[src/rtl/gmii_tx_framer.sv]
// GMII transmit framer: preamble/SFD, payload, zero padding, FCS, inter-frame gap.
// Define GMII_TX_FRAMER_FCS_EN to include the CRC-32 FCS generator and FCS state.
//
// state  | meaning
// S_IDLE | waiting for in_val; nothing driven
// S_PRE  | preamble 0x55 being produced
// S_SFD  | start-of-frame delimiter 0xD5 being produced
// S_DATA | in_rdy high, payload bytes forwarded
// S_PAD  | 0x00 fill up to MIN_FRAME
// S_FCS  | four CRC-32 bytes, LSB byte first
// S_IFG  | abort byte (if pending) then IFG_BYTES idle cycles

module gmii_tx_framer #(
    parameter int IFG_BYTES = 12,
    parameter int MIN_FRAME = 60
) (
    input  logic       clk,
    input  logic       arst,
    input  logic [7:0] in_dat,
    input  logic       in_val,
    input  logic       in_last,
    input  logic       in_err,
    output logic       in_rdy,
    output logic [7:0] gmii_tx_dat,
    output logic       gmii_tx_val,
    output logic       gmii_tx_err,
    output logic       busy,
    output logic       done
);

    typedef enum logic [2:0] {
        S_IDLE,
        S_PRE,
        S_SFD,
        S_DATA,
        S_PAD,
        S_FCS,
        S_IFG
    } state_t;

    localparam logic [11:0] MIN_LEN  = 12'(MIN_FRAME);
    localparam logic [7:0]  IFG_LAST = 8'(IFG_BYTES - 1);

    // Where the frame goes after the last data/pad byte, and whether that byte ends it.
`ifdef GMII_TX_FRAMER_FCS_EN
    localparam state_t S_TAIL    = S_FCS;
    localparam logic   TAIL_DONE = 1'b0;
`else
    localparam state_t S_TAIL    = S_IFG;
    localparam logic   TAIL_DONE = 1'b1;
`endif

    state_t      state;
    logic [2:0]  pre_cnt;
    logic [7:0]  ifg_cnt;
    logic [10:0] byte_cnt;
    logic        abort_q;
    logic [11:0] cnt_p1;
    logic [10:0] cnt_nxt;

    assign cnt_p1  = {1'b0, byte_cnt} + 12'd1;
    assign cnt_nxt = cnt_p1[11] ? 11'h7FF : cnt_p1[10:0];
    assign in_rdy  = (state == S_DATA);
    assign busy    = (state != S_IDLE);

`ifdef GMII_TX_FRAMER_FCS_EN
    logic [31:0] crc;
    logic [1:0]  fcs_cnt;

    function automatic logic [31:0] crc_byte(input logic [31:0] c, input logic [7:0] d);
        logic [31:0] r;
        r = c ^ {24'h0, d};
        for (int i = 0; i < 8; i++)
            r = r[0] ? ((r >> 1) ^ 32'hEDB88320) : (r >> 1);
        return r;
    endfunction
`endif

    always_ff @(posedge clk or posedge arst) begin
        if (arst) begin
            state       <= S_IDLE;
            pre_cnt     <= '0;
            ifg_cnt     <= '0;
            byte_cnt    <= '0;
            abort_q     <= 1'b0;
            gmii_tx_dat <= '0;
            gmii_tx_val <= 1'b0;
            gmii_tx_err <= 1'b0;
            done        <= 1'b0;
`ifdef GMII_TX_FRAMER_FCS_EN
            crc         <= 32'hFFFFFFFF;
            fcs_cnt     <= '0;
`endif
        end else begin
            done        <= 1'b0;
            gmii_tx_err <= 1'b0;
            case (state)
                S_IDLE: begin
                    gmii_tx_dat <= 8'h00;
                    gmii_tx_val <= 1'b0;
                    if (in_val) begin
                        state       <= S_PRE;
                        gmii_tx_dat <= 8'h55;
                        gmii_tx_val <= 1'b1;
                        pre_cnt     <= '0;
                        byte_cnt    <= '0;
                        abort_q     <= 1'b0;
`ifdef GMII_TX_FRAMER_FCS_EN
                        crc         <= 32'hFFFFFFFF;
`endif
                    end
                end
                S_PRE: begin
                    gmii_tx_dat <= 8'h55;
                    gmii_tx_val <= 1'b1;
                    pre_cnt     <= pre_cnt + 3'd1;
                    if (pre_cnt == 3'd5)
                        state <= S_SFD;
                end
                S_SFD: begin
                    gmii_tx_dat <= 8'hD5;
                    gmii_tx_val <= 1'b1;
                    state       <= S_DATA;
                end
                S_DATA: begin
                    gmii_tx_val <= 1'b1;
                    if (in_val) begin
                        gmii_tx_dat <= in_dat;
                        gmii_tx_err <= in_err;
                        byte_cnt    <= cnt_nxt;
`ifdef GMII_TX_FRAMER_FCS_EN
                        crc         <= crc_byte(crc, in_dat);
`endif
                        if (in_err) begin
                            abort_q <= 1'b1;
                            state   <= S_IFG;
                        end else if (in_last) begin
                            if (cnt_p1 < MIN_LEN) begin
                                state <= S_PAD;
                            end else begin
                                state <= S_TAIL;
                                done  <= TAIL_DONE;
                            end
                        end
                    end else begin
                        // Source starved mid-frame: poison the frame with an error byte.
                        gmii_tx_dat <= 8'h00;
                        gmii_tx_err <= 1'b1;
                        done        <= 1'b1;
                        state       <= S_IFG;
                    end
                end
                S_PAD: begin
                    gmii_tx_dat <= 8'h00;
                    gmii_tx_val <= 1'b1;
                    byte_cnt    <= cnt_nxt;
`ifdef GMII_TX_FRAMER_FCS_EN
                    crc         <= crc_byte(crc, 8'h00);
`endif
                    if (cnt_p1 >= MIN_LEN) begin
                        state <= S_TAIL;
                        done  <= TAIL_DONE;
                    end
                end
`ifdef GMII_TX_FRAMER_FCS_EN
                S_FCS: begin
                    gmii_tx_dat <= ~crc[7:0];
                    gmii_tx_val <= 1'b1;
                    crc         <= {8'h00, crc[31:8]};
                    fcs_cnt     <= fcs_cnt + 2'd1;
                    if (fcs_cnt == 2'd3) begin
                        done  <= 1'b1;
                        state <= S_IFG;
                    end
                end
`endif
                S_IFG: begin
                    gmii_tx_dat <= 8'h00;
                    if (abort_q) begin
                        gmii_tx_val <= 1'b1;
                        gmii_tx_err <= 1'b1;
                        done        <= 1'b1;
                        abort_q     <= 1'b0;
                    end else begin
                        gmii_tx_val <= 1'b0;
                        if (ifg_cnt == IFG_LAST) begin
                            ifg_cnt <= '0;
                            state   <= S_IDLE;
                        end else begin
                            ifg_cnt <= ifg_cnt + 8'd1;
                        end
                    end
                end
                default: begin
                    gmii_tx_dat <= 8'h00;
                    gmii_tx_val <= 1'b0;
                    state       <= S_IDLE;
                end
            endcase
        end
    end

endmodule

[config.mk]
export PLATFORM = sky130hd
export DESIGN_NAME = gmii_tx_framer
export DESIGN_NICKNAME = d
export VERILOG_FILES = /design/src/rtl/gmii_tx_framer.sv
export SDC_FILE = /design/constraint.sdc
export NUM_CORES = 1
export LEC_CHECK = 0
export ABC_AREA = 1
export CORE_MARGIN = 4
export CORE_UTILIZATION = 35
export CTS_BUF_LIST = sky130_fd_sc_hd__clkbuf_2 sky130_fd_sc_hd__clkbuf_4 sky130_fd_sc_hd__clkbuf_8
export CTS_CLUSTER_SIZE = 30
export DETAILED_ROUTE_END_ITERATION = 8
export GPL_TIMING_DRIVEN = 0
export SLEW_MARGIN = 20
export SYNTH_ARGS = -nofsm -noshare
export SYNTH_HDL_FRONTEND = slang
export SYNTH_SLANG_ARGS = --single-unit
[constraint.sdc]
create_clock -name clk -period 2.01 [get_ports clk]
set_input_delay 0.402 -clock clk [delete_from_list [all_inputs] [get_ports clk]]
set_output_delay 0.402 -clock clk [all_outputs]
set_load 0.01 [all_outputs]
==> results.cfg <==
[critical_path]
cpMaxStageDelayCell = dfrtp_2
setup.worst_path.end = in_rdy
criticalPathCategory = flip-flop to output pin
r2r_end = state[2]
reg2regPathDepth = 12
cp_max_fo = 10
slowest_delay_ns = 0.46
arrival_ns = 1.48
crit_chain = nor2_4 -> nand2_4 -> inv_2 -> dlygate4sd2_1
start_kind = flip-flop
r2r_slack_ns = 0.27
crit_required_ns = 1.61
end_kind = output pin
rr_startpoint = byte_cnt[1]
crit_start = state[2]

[power]
pwr-share-clk = 0.251
seqPwrFrac = 0.355
p_int_uw = 1927
p_switching_uw = 1137
comb_power_share = 0.394
p_leak_uw = 0.001213
p_sw_frac = 0.3710
powerDensity_nw_per_um2 = 1220
irDropWorstVdd_mv = 0.7227

[logic_synthesis]
synth-main-ff-cell = dfrtp_1
ys_seq_area_frac = 0.4568
async_reset_ff_frac = 1.000
syn-num-nets = 278
syn_area_sq_um = 2027
ys.warnings.count = 0
synth-edff-count = 0
avgSynthCellArea_sq_um = 7.766
yosysUniqueCellTypes = 29
synthCells = 261
synth-seq-cells = 37

[detailed_routing]
wl_per_cell_microns = 11.80
routed_wl_mm = 4.317
ant_nets = 0
drc = 0
top_layer = met4
dr.first_iter.drc_count = 64
met2WireLength_mm = 1.975
first_pass_iters = 4
vias = 1709
avgViaCountPerCell = 4.669
wl_met1_mm = 2.107
dr_wl_met3_microns = 135

[final_layout]
n_antenna_cell = 0
multi_input_area_sq_um = 927.1
layout_commonest_cell = nand2_1
drive_gt1_frac = 0.1224
final_core_util = 0.4507
syn_to_final_growth_pct = 23.95
num-fill-cells = 568
mostFrequentLayoutCells = nand2_1, dfrtp_1, inv_1
register_area_sq_um = 929.6
fin_nets = 310

[cts]
cts_buffer_depth = 2
clock_latency_ns = 0.30
htreeDepth = 2
post_cts_buffers = 0
clkTransAtPathRegs_ns = 0.08
ctsHoldBuffers = 0
cts_buffers = 5
cts_tree = yes
cts-root-buf = clkbuf_8
cts.sinks = 37

[timing]
fin_skew_ns = 0.01368
max_freq_ghz = 0.5306
layout_setup_ws_ns = 0.1254
rsz0062_at_grt = no
setup_viol = 0
period_share = 0.9376
max_slew_margin = 0.7201
min_period_ns = 1.885
worst_slew_pin_slew_ns = 0.4199
slew_viol_final = 0
whs_ns = 0.3240
hold_viol_final = 0

[placement]
place_ws_ns = 0.1291
placement.io_buffers = 24
gp_congestion = 0.8289
place_hpwl_mm = 3.257

[die]
die_w_microns = 84.10
top_level_ports = 26
fp.dieH_microns = 84.10
rows = 27
fp.coreArea_sq_um = 5574
initial_core_util = 0.3636
die_area_sq_um = 7073

[outcome]
status = finished clean

[hold_path]
hold_path.class = input pin to async pin

[global_route]
overflow = 0
grt_pass1_vias = 1772
grtUsageTotal = 0.1349
grt_pass1_wl_mm = 7.879
antenna_found_initial = 0
grt_max_degree = 31

[job]
maxCapViolCount = 0
[what timing repair did]
item	4_1_cts	5_1_grt
pin swaps	0	0
setup endpoints to repair	2	3
resized for setup	4	2
[sequential cells by signal, summed over array words and instances (netlist names)]
name	flops
byte_cnt	11
done	1
pre_cnt	3
gmii_tx_val	1
gmii_tx_err	1
gmii_tx_dat	8
ifg_cnt	8
abort_q	1
state	3
[cells by family (layout without fill, tap and decap cells)]
kind of cell | Yosys count | count (layout) | share of synthesized area
and+or+nand+nor | 134 | 134 | 0.3099
xor gates and xnor gates | 4 | 4 | 0.01729
buffers and inverters | 44 | 77 | 0.08580
AOI/OAI and AO/OA | 38 | 38 | 0.1056
DFF | 37 | 37 | 0.4568
adders and majority gates | 4 | 4 | 0.02469
[worst max-delay path: cells and delay by family (launching register included)]
family | cells | cell delay (ns)
DFF | 1 | 0.46
buffers and inverters | 2 | 0.42
and+or+nand+nor | 2 | 0.30
[stage by stage]
step                total power (uW)  instances  cell area, sq um  setup TNS [ns]
floorplan                       1880        261              2027               0
global placement                2300        357              2357          -3.409
detailed placement              2329        358              2377               0
CTS                             3098        366              2510               0
global route                    3322        366              2512               0
finish                          3064        366              2512               0
[cell usage after synthesis, types with 4 or more instances]
cell | number | share of area
inv_1 | 35 | 0.065
nor2_1 | 23 | 0.043
a21oi_1 | 8 | 0.020
inv_2 | 5 | 0.0093
dfrtp_1 | 37 | 0.46
o21ai_1 | 9 | 0.022
ha_1 | 4 | 0.025
nand2_1 | 68 | 0.13
o22ai_1 | 6 | 0.019
nand3_1 | 20 | 0.049
nor3_1 | 4 | 0.0099
nor2_2 | 4 | 0.012
o21ai_0 | 8 | 0.020
o21bai_1 | 6 | 0.022
[cell type report]
type / count / share of cell area
clock buffers: 5 / 0.02739
flip-flops and latches: 37 / 0.3700
well taps: 72 / 0.03586
inverters: 42 / 0.06325
repair buffers: 25 / 0.1026
plain buffers: 2 / 0.005976
clock inverters: 3 / 0.02590
multi-input cells: 180 / 0.3690
[worst min path at each step]
| stage | start | endpoint | slack (ns) | cells past startpoint |
|---|---|---|---|---|
| after floorplan | pre_cnt[2] | pre_cnt[2] | 0.44 | 1 |
| after global placement | pre_cnt[2] | pre_cnt[2] | 0.46 | 1 |
| after detailed placement | pre_cnt[2] | pre_cnt[2] | 0.47 | 1 |
| after CTS | arst | byte_cnt[3] | 0.32 | 2 |
| after global routing | arst | byte_cnt[3] | 0.35 | 2 |
| final | arst | byte_cnt[3] | 0.32 | 2 |
[power groups by stage]
| stage | sequential (uW) | combinational [uW] | clock [uW] |
|---|---|---|---|
| 2_1_floorplan | 1120 | 763 | 0 |
| 3_3_place_gp | 1090 | 1210 | 0 |
| 3_5_place_dp | 1100 | 1230 | 0 |
| 4_1_cts | 1090 | 1220 | 789 |
| 5_1_grt | 1120 | 1380 | 821 |
| 6_report | 1090 | 1210 | 768 |
[per-layer routing]
metal	track usage	up-vias
met5	0	-
met4	0.05263	0
met3	0.03060	12
met2	0.2188	21
met1	0.1742	777
li1	-	899
Note: power is estimated with default switching activity, not from simulation.
